===== src/rtl/spi_packet_receiver.sv =====
`default_nettype none
// ============================================================================
// Module      : spi_packet_receiver
// Description : Oversampled SPI mode-0 slave with sprite upload / draw parser.
// Revision    : 1.0 - initial release
// ============================================================================
module spi_packet_receiver #(
    parameter int SPRITE_NUM    = 16,
    parameter int SPRITE_BYTES  = 512,
    parameter int SPRITE_ADDR_W = 10,
    parameter int SYNC_STAGES   = 2
) (
    input  logic                          clock,
    input  logic                          reset,
    input  logic                          cs,
    input  logic                          sck,
    input  logic                          mosi,
    output logic                          miso,
    output logic [$clog2(SPRITE_NUM)-1:0] sprite_select,
    output logic                          sprite_w_en,
    output logic [SPRITE_ADDR_W-1:0]      sprite_w_addr,
    output logic [7:0]                    sprite_w_data,
    output logic                          draw_valid,
    input  logic                          draw_ready,
    output logic [7:0]                    draw_sprite,
    output logic [15:0]                   draw_x,
    output logic [15:0]                   draw_y,
    output logic [7:0]                    draw_flags,
    output logic                          draw_overrun,
    output logic                          frame_error
);

    localparam int                       c_SEL_W      = $clog2(SPRITE_NUM);
    localparam int unsigned              c_SPRITE_NUM = SPRITE_NUM;
    localparam logic [SPRITE_ADDR_W-1:0] c_LAST_ADDR  = SPRITE_ADDR_W'(SPRITE_BYTES - 1);

    localparam logic [1:0] c_ST_CMD         = 2'd0;
    localparam logic [1:0] c_ST_SPRITE_ID   = 2'd1;
    localparam logic [1:0] c_ST_SPRITE_DATA = 2'd2;
    localparam logic [1:0] c_ST_DRAW_ARGS   = 2'd3;

    localparam logic [7:0] c_CMD_SEND_SPRITE = 8'h00;
    localparam logic [7:0] c_CMD_DRAW_SPRITE = 8'h01;

    // ------------------------------------------------------------------
    // Input synchronizers and edge detection
    // ------------------------------------------------------------------
    logic [SYNC_STAGES-1:0] r_cs_sync;
    logic [SYNC_STAGES-1:0] r_sck_sync;
    logic [SYNC_STAGES-1:0] r_mosi_sync;
    logic                   r_cs_prev;
    logic                   r_sck_prev;
    logic                   w_cs_s;
    logic                   w_sck_s;
    logic                   w_mosi_s;
    logic                   w_sck_rise;
    logic                   w_cs_rise;

    always_ff @(posedge clock) begin
        if (reset) begin
            r_cs_sync   <= '1;
            r_sck_sync  <= '0;
            r_mosi_sync <= '0;
            r_cs_prev   <= 1'b1;
            r_sck_prev  <= 1'b0;
        end else begin
            r_cs_sync   <= {r_cs_sync[SYNC_STAGES-2:0], cs};
            r_sck_sync  <= {r_sck_sync[SYNC_STAGES-2:0], sck};
            r_mosi_sync <= {r_mosi_sync[SYNC_STAGES-2:0], mosi};
            r_cs_prev   <= w_cs_s;
            r_sck_prev  <= w_sck_s;
        end
    end

    assign w_cs_s     = r_cs_sync[SYNC_STAGES-1];
    assign w_sck_s    = r_sck_sync[SYNC_STAGES-1];
    assign w_mosi_s   = r_mosi_sync[SYNC_STAGES-1];
    assign w_sck_rise = w_sck_s & ~r_sck_prev & ~w_cs_s;
    assign w_cs_rise  = w_cs_s & ~r_cs_prev;

    // ------------------------------------------------------------------
    // Bit assembly
    // ------------------------------------------------------------------
    logic [6:0] r_shift;
    logic [2:0] r_bit_cnt;
    logic       r_byte_valid;
    logic [7:0] r_byte;

    always_ff @(posedge clock) begin
        if (reset) begin
            r_shift      <= '0;
            r_bit_cnt    <= '0;
            r_byte_valid <= 1'b0;
            r_byte       <= '0;
        end else begin
            r_byte_valid <= 1'b0;
            if (w_cs_rise) begin
                r_bit_cnt <= '0;
            end else if (w_sck_rise) begin
                r_shift   <= {r_shift[5:0], w_mosi_s};
                r_bit_cnt <= r_bit_cnt + 3'd1;
                if (r_bit_cnt == 3'd7) begin
                    r_byte_valid <= 1'b1;
                    r_byte       <= {r_shift, w_mosi_s};
                end
            end
        end
    end

    // ------------------------------------------------------------------
    // Packet parser, sprite write port and draw handshake
    // ------------------------------------------------------------------
    logic [1:0]               r_state;
    logic [SPRITE_ADDR_W-1:0] r_addr;
    logic                     r_burst_invalid;
    logic [2:0]               r_arg_idx;
    logic [7:0]               r_arg_sprite;
    logic [7:0]               r_arg_x_hi;
    logic [7:0]               r_arg_x_lo;
    logic [7:0]               r_arg_y_hi;
    logic [7:0]               r_arg_y_lo;

    always_ff @(posedge clock) begin
        if (reset) begin
            r_state         <= c_ST_CMD;
            r_addr          <= '0;
            r_burst_invalid <= 1'b0;
            r_arg_idx       <= '0;
            r_arg_sprite    <= '0;
            r_arg_x_hi      <= '0;
            r_arg_x_lo      <= '0;
            r_arg_y_hi      <= '0;
            r_arg_y_lo      <= '0;
            sprite_select   <= '0;
            sprite_w_en     <= 1'b0;
            sprite_w_addr   <= '0;
            sprite_w_data   <= '0;
            draw_valid      <= 1'b0;
            draw_sprite     <= '0;
            draw_x          <= '0;
            draw_y          <= '0;
            draw_flags      <= '0;
            draw_overrun    <= 1'b0;
            frame_error     <= 1'b0;
        end else begin
            sprite_w_en <= 1'b0;
            frame_error <= 1'b0;

            // An accept retires the request; a commit below in the same cycle wins.
            if (draw_valid && draw_ready) begin
                draw_valid <= 1'b0;
            end

            if (w_cs_rise) begin
                r_state <= c_ST_CMD;
                if ((r_bit_cnt != 3'd0) || (r_state != c_ST_CMD)) begin
                    frame_error <= 1'b1;
                end
            end else if (r_byte_valid) begin
                case (r_state)
                    c_ST_CMD: begin
                        if (r_byte == c_CMD_SEND_SPRITE) begin
                            r_state <= c_ST_SPRITE_ID;
                        end else if (r_byte == c_CMD_DRAW_SPRITE) begin
                            r_state   <= c_ST_DRAW_ARGS;
                            r_arg_idx <= '0;
                        end
                    end

                    c_ST_SPRITE_ID: begin
                        sprite_select <= r_byte[c_SEL_W-1:0];
                        r_addr        <= '0;
                        if ({24'd0, r_byte} >= c_SPRITE_NUM) begin
                            r_burst_invalid <= 1'b1;
                            frame_error     <= 1'b1;
                        end else begin
                            r_burst_invalid <= 1'b0;
                        end
                        r_state <= c_ST_SPRITE_DATA;
                    end

                    c_ST_SPRITE_DATA: begin
                        sprite_w_en   <= ~r_burst_invalid;
                        sprite_w_addr <= r_addr;
                        sprite_w_data <= r_byte;
                        r_addr        <= r_addr + 1'b1;
                        if (r_addr == c_LAST_ADDR) begin
                            r_state <= c_ST_CMD;
                        end
                    end

                    c_ST_DRAW_ARGS: begin
                        r_arg_idx <= r_arg_idx + 3'd1;
                        case (r_arg_idx)
                            3'd0: r_arg_sprite <= r_byte;
                            3'd1: r_arg_x_hi   <= r_byte;
                            3'd2: r_arg_x_lo   <= r_byte;
                            3'd3: r_arg_y_hi   <= r_byte;
                            3'd4: r_arg_y_lo   <= r_byte;
                            default: begin
                                draw_sprite <= r_arg_sprite;
                                draw_x      <= {r_arg_x_hi, r_arg_x_lo};
                                draw_y      <= {r_arg_y_hi, r_arg_y_lo};
                                draw_flags  <= r_byte;
                                draw_valid  <= 1'b1;
                                if (draw_valid && !draw_ready) begin
                                    draw_overrun <= 1'b1;
                                end
                                r_state <= c_ST_CMD;
                            end
                        endcase
                    end

                    default: r_state <= c_ST_CMD;
                endcase
            end
        end
    end

    assign miso = 1'b0;

endmodule
`default_nettype wire


===== config.mk =====
export PLATFORM = sky130hd
export DESIGN_NAME = spi_packet_receiver
export DESIGN_NICKNAME = d
export VERILOG_FILES = /design/src/rtl/spi_packet_receiver.sv
export SDC_FILE = /design/constraint.sdc
export NUM_CORES = 1
export LEC_CHECK = 0
export BUFFER_PORTS_ARGS = -buffer_cell sky130_fd_sc_hd__clkbuf_2
export CAP_MARGIN = 20
export CORE_MARGIN = 3
export CORE_UTILIZATION = 57
export DETAILED_ROUTE_END_ITERATION = 8
export HOLD_SLACK_MARGIN = 0.08
export PLACE_DENSITY = 0.79
export SKIP_CTS_REPAIR_TIMING = 1
export SYNTH_ARGS = -nofsm -noshare
export SYNTH_HDL_FRONTEND = slang
export SYNTH_SLANG_ARGS = --single-unit

===== constraint.sdc =====
create_clock -name clock -period 2.6 [get_ports clock]
set_clock_uncertainty 0.1 [all_clocks]
set_input_delay 0.39 -clock clock [delete_from_list [all_inputs] [get_ports clock]]
set_output_delay 0.39 -clock clock [all_outputs]
set_load 0.02 [all_outputs]

==> run summary, run 1 <==
Worst-path cell chain - inv_1 > ha_1 > nor3_1 > o21ai_2 > buf_4 > o21ai_0 > a21oi_1
CP max stage cell - o21ai_2
Number of synthesized flops with an enable pin - 0
Ys flop type - dfxtp_1
WHS Path Cells - 3
Full die area - 0.0120 sq mm
ANT cells - 0
Hold_sp - draw_ready
Grt total ovfl - 0
Die height - 110 microns
Vias - 5205
Vias per inst - 5.74
Commonest non-fill, non-tap cell in the layout - dfxtp_1
Sequential element share of the synthesized area - 51.3%
GR peak layer - met2
Tmin final - 2.34 ns
Worst setup EP type - flop
Seq pwr share - 49.8%
Switching share of power - 21.1%
Vias in the first global route - 4999
WP data required - 2.96 ns
Port Buf Inserts - 79
Chip width - 110 microns
RSZ-0062 raised after global routing - false
Drt first pass iters - 5
Total design power - 0.00485 W
LEAKAGE - 2.85 nW
Top Ports - 81
Routed wire length - 14500 microns
First DRT Iteration DRCs - 370
Largest stage delay on the critical path - 0.81 ns
Wire per inst - 16.0 microns
Worst setup SP type - flop
Final Max Tran Viols - 0
Syn_nets - 720
Crit Path Class - flop to flop
Cell area power density - 673 mW/mm^2
Period utilization - 89.9%
Worst hold slack - 0.101 ns
Relative slew slack - 29.4%
NetSw - 0.00102 W
CTS Buf Count - 17
Worst Setup SP - r_arg_idx[0]$_SDFFE_PP0P_
Root Driver - clkbuf_8
M2 GR Usage - 42.0%
Area delta synth->final - 17.5%
# DRC - 0
Placed Cells - 872
Share of cells above drive strength 1 - 18.3%
Rows - 37
Maxcap violations - 0
Core area - 0.0104 sq mm
Internal - 0.00382 W
Synth warnings - 0
Met3 Usage GRT - 5.17%
Netlist cell types - 42
Clock sink count - 157
# setup viols final - 0
Async SR Flop Fraction - 0%
F_max - 428 MHz
Actual slew at the worst max-slew pin - 1.06 ns
First-pass GRT wire length - 24100 microns
Final Wtd Congestion - 0.821
Largest net degree at the start of global routing - 52
Met1 track utilization from global routing - 32.6%
Final setup TNS - 0 ns
R2r startpoint - r_arg_idx[0]$_SDFFE_PP0P_
CTS tree - yes
Placed instance area - 0.00660 sq mm
Commonest cells after routing, fill and taps aside - 157 x dfxtp_1, 102 x a21oi_1, 87 x nand3_1, 82 x o21ai_0, 78 x clkbuf_2
Reg2reg path depth - 7
Clock power share - 49.0%
Fill cells - 818
Worst hold path type - input pin to flop
Detailed Place HPWL - 9180 microns
Mapped cell area - 0.00613 sq mm
Syn_area_per_cell - 8.75 sq um
Worst-path clk slew - 0.06 ns
Layout Cell Area excl Fill - 0.00720 sq mm
Worst skew pair latency - 0.53 ns
Yosys reg bits - 157
Comb power frac - 1.3%
Initial Util - 59.1%
Longest Clk Path Bufs - 2
Post-Syn Instances - 700
Antenna viol nets, final - 0
Nets - 778
Initial antenna violation count - 0
Non-Filler Instances - 907
Maximum vdd ir drop - 0.000424 V
CP arrival - 2.70 ns
CP max FO - 30
Run status - finished clean
CTS H-tree depth - 4
Overall routing resource usage - 25.4%
Final hold vios - 0
==> logic make-up (layout without fill, tap and decap cells) <==
| logic type | after synthesis | after routing | synth area share (%) |
|---|---|---|---|
| compound gates | 194 | 194 | 16.4 |
| fa+ha+maj | 14 | 14 | 2.86 |
| xor+xnor | 4 | 4 | 0.572 |
| other cells | 1 | 1 | 0.0612 |
| flops | 157 | 157 | 51.3 |
| simple gates | 214 | 214 | 17.0 |
| buf+inv | 76 | 147 | 5.27 |
| mux | 40 | 40 | 6.53 |
==> worst max-delay path, delay by kind of cell (launching register included) <==
kind                     cells  cell delay (ns)
flip-flops                   1             0.34
buffers and inverters        2             0.47
adder cells (fa/ha/maj)      1             0.18
AND/OR/NAND/NOR              1             0.09
AO/OA/AOI/OAI                3             1.09
==> area by class of cell <==
type / instances / area [sq um] / area share (%)
Multi-Input combinational cell: 467 / 2680 / 37.2
Inverter: 14 / 55.1 / 0.765
Clock buffer: 20 / 435 / 6.05
Tap cell: 136 / 170 / 2.36
Timing Repair Buffer: 101 / 583 / 8.10
Clock inverter: 12 / 138 / 1.91
Sequential cell: 157 / 3140 / 43.6
==> metrics by stage <==
step / setup WS [ns] / util [%]
after floorplan: 0.577 / -
after global routing: 0.0469 / 69.4
after detailed placement: 0.288 / 63.6
after CTS: 0.277 / 69.1
final: 0.262 / 69.4
after global placement: 0.439 / 63.6
==> final timing paths <==
kind                             endpoint  slack [ns]
setup / recovery  draw_x[11]$_SDFFE_PP0P_        0.26
setup reg to reg  draw_x[11]$_SDFFE_PP0P_        0.26
hold reg to reg   r_cs_sync[1]$_SDFF_PP1_        0.31
hold / removal      draw_valid$_SDFF_PP0_        0.10
==> layer usage <==
layer	wire [microns]	vias to the layer above	share of wire, %
met5	0	-	0
met4	262	0	1.8
met3	881	23	6.1
met2	7110	168	49
met1	6290	2463	43
li1	-	2551	-
==> power by group through the flow <==
| stage | logic (W) | clock network (W) | registers [W] |
|---|---|---|---|
| after floorplan | 0.0000440 | 0 | 0.00247 |
| after global placement | 0.0000554 | 0 | 0.00247 |
| after detailed placement | 0.0000562 | 0 | 0.00247 |
| after CTS | 0.0000568 | 0.00239 | 0.00241 |
| after global routing | 0.0000668 | 0.00251 | 0.00241 |
| final | 0.0000609 | 0.00237 | 0.00241 |
==> synth_stat cells (2+ instances only) <==
cell type / count / area share [%]
clkbuf_1: 38 / 2.3
dfxtp_1: 157 / 51
nor2b_1: 7 / 0.71
or4_1: 4 / 0.49
xnor2_1: 2 / 0.29
or3_1: 6 / 0.61
buf_2: 19 / 1.6
a21oi_1: 102 / 8.3
nand3_1: 87 / 7.1
or2_2: 4 / 0.41
nand2_1: 38 / 2.3
buf_1: 3 / 0.18
inv_1: 12 / 0.73
nand2b_1: 3 / 0.31
nand4_1: 7 / 0.71
nor3_1: 5 / 0.41
o21ai_0: 82 / 6.7
mux2i_1: 40 / 6.5
nor2_1: 47 / 2.9
ha_1: 14 / 2.9
xor2_1: 2 / 0.29
==> state kept, by name, indices dropped and copies added, names as in the netlist, 10 cells and up <==
| register | flops |
|---|---|
| sprite_w_addr | 10 |
| draw_y | 16 |
| r_addr | 10 |
| draw_x | 16 |
No activity file was read; power rests on OpenSTA's default activity.
==> run 2, diff against run 1 <==
PLACE_DENSITY = 0.76   (was 0.79)
==> run summary, run 2 (synthesis results as in run 1) <==
Final setup TNS - 0 ns (unchanged)
Tmin final - 2.24 ns (was 2.34 ns)
Maxcap violations - 0 (unchanged)
CP max FO - 32 (was 30)
Relative slew slack - 50.4% (was 29.4%)
Finished Core Util - 69.9% (was 69.4%)
WP data required - 2.95 ns (was 2.96 ns)
F_max - 447 MHz (was 428 MHz)
Wire per inst - 16.1 microns (was 16.0 microns)
CTS tree - yes (unchanged)
Reg-to-reg setup timing slack - 0.36 ns (was 0.26 ns)
Longest Clk Path Bufs - 2 (unchanged)
Placed instance area - 0.00660 sq mm (about the same)
Worst skew pair latency - 0.53 ns (about the same)
Worst hold path type - input pin to flop (unchanged)
Antenna viol nets, final - 0 (unchanged)
Worst-path clk slew - 0.06 ns (about the same)
Commonest cells after routing, fill and taps aside - 157 x dfxtp_1, 102 x a21oi_1, 87 x nand3_1, 82 x o21ai_0, 78 x clkbuf_2 (unchanged)
Fill cells - 799 (was 818)
Cell area power density - 688 mW/mm^2 (was 673 mW/mm^2)
Layout Cell Area excl Fill - 0.00725 sq mm (was 0.00720 sq mm)
Final hold vios - 0 (unchanged)
Port Buf Inserts - 79 (unchanged)
Routed wire length - 14600 microns (was 14500 microns)
First-pass GRT wire length - 24000 microns (was 24100 microns)
CP arrival - 2.59 ns (was 2.70 ns)
Period utilization - 86.1% (was 89.9%)
Area delta synth->final - 18.3% (was 17.5%)
Full die area - 0.0120 sq mm (unchanged)
# DRC - 0 (unchanged)
Die height - 110 microns (unchanged)
Largest regs - draw_x x16, draw_y x16 (unchanged)
Worst setup SP type - flop (unchanged)
Core area - 0.0104 sq mm (unchanged)
Root Driver - clkbuf_8 (unchanged)
Largest net degree at the start of global routing - 95 (was 52)
Detailed Place HPWL - 9070 microns (was 9180 microns)
Share of cells above drive strength 1 - 18.2% (was 18.3%)
Worst hold slack - 0.111 ns (was 0.101 ns)
Actual slew at the worst max-slew pin - 0.742 ns (was 1.06 ns)
LEAKAGE - 2.87 nW (was 2.85 nW)
Final Wtd Congestion - 0.830 (was 0.821)
Maximum vdd ir drop - 0.000526 V (was 0.000424 V)
Chip width - 110 microns (unchanged)
Vias in the first global route - 4932 (was 4999)
CTS H-tree depth - 4 (unchanged)
Vias per inst - 5.84 (was 5.74)
Run status - finished clean (unchanged)
CTS Buf Count - 17 (unchanged)
ANT cells - 0 (unchanged)
First DRT Iteration DRCs - 529 (was 370)
Crit Path Class - flop to flop (unchanged)
Initial Util - 59.1% (unchanged)
Final Max Tran Viols - 0 (unchanged)
Drt first pass iters - 7 (was 5)
Nets - 777 (was 778)
Grt total ovfl - 0 (unchanged)
# setup viols final - 0 (unchanged)
Worst setup EP type - flop (unchanged)
Commonest non-fill, non-tap cell in the layout - dfxtp_1 (unchanged)
Vias - 5292 (was 5205)
Clock sink count - 157 (unchanged)
Rows - 37 (unchanged)
Overall routing resource usage - 25.4% (about the same)
Initial antenna violation count - 0 (unchanged)
Top Ports - 81 (unchanged)
RSZ-0062 raised after global routing - false (unchanged)
run 2: cell type report:
class                      count  area (sq um)  share of cell area (%)
clock buffer                  23           477                    6.57
clock inverter                 9           134                    1.85
inverter                      14          55.1                   0.759
multi-input combinational    467          2680                    36.9
sequential                   157          3140                    43.3
tap                          136           170                    2.35
timing repair buffer         100           596                    8.21
run 2: per-stage QoR:
step,power (W),instances,setup slack (ns)
CTS,0.00501,902,0.270
finish,0.00499,906,0.360
global placement,0.00252,870,0.453
global route,0.00513,906,0.155
floorplan,0.00251,700,0.577
detailed placement,0.00252,870,0.287
run 2: per-layer routing:
layer,vias to the layer above,wire length (microns),global-route usage [%]
met1,2508,6370,33.1
met4,0,294,11.2
met3,29,923,6.11
met2,193,7040,40.1
met5,-,0,0
li1,2562,-,-
run 2: final timing paths:
path | from | endpoint | cells past startpoint
worst max register to register | r_arg_idx[0]$_SDFFE_PP0P_ | draw_flags[5]$_SDFFE_PP0P_ | 7
worst min register to register | r_cs_sync[0]$_SDFF_PP1_ | r_cs_sync[1]$_SDFF_PP1_ | 1
worst min-delay path | draw_ready | draw_valid$_SDFF_PP0_ | 3
worst max-delay path | r_arg_idx[0]$_SDFFE_PP0P_ | draw_flags[5]$_SDFFE_PP0P_ | 7
run 2: where the power goes:
| part | internal [W] | switching (W) | leakage [nW] |
|---|---|---|---|
| Sequential | 0.00241 | 0.00000213 | 1.27 |
| Clock | 0.00157 | 0.000947 | 0.286 |
| Combinational | 0.0000164 | 0.0000449 | 1.32 |
run 2: critical path: stages (launching register included):
cell and delay (ns):
dfxtp_1 0.38, inv_1 0.10, ha_1 0.32, inv_1 0.27
o21a_1 0.30, buf_4 0.38, nand3_1 0.12, a21oi_1 0.18
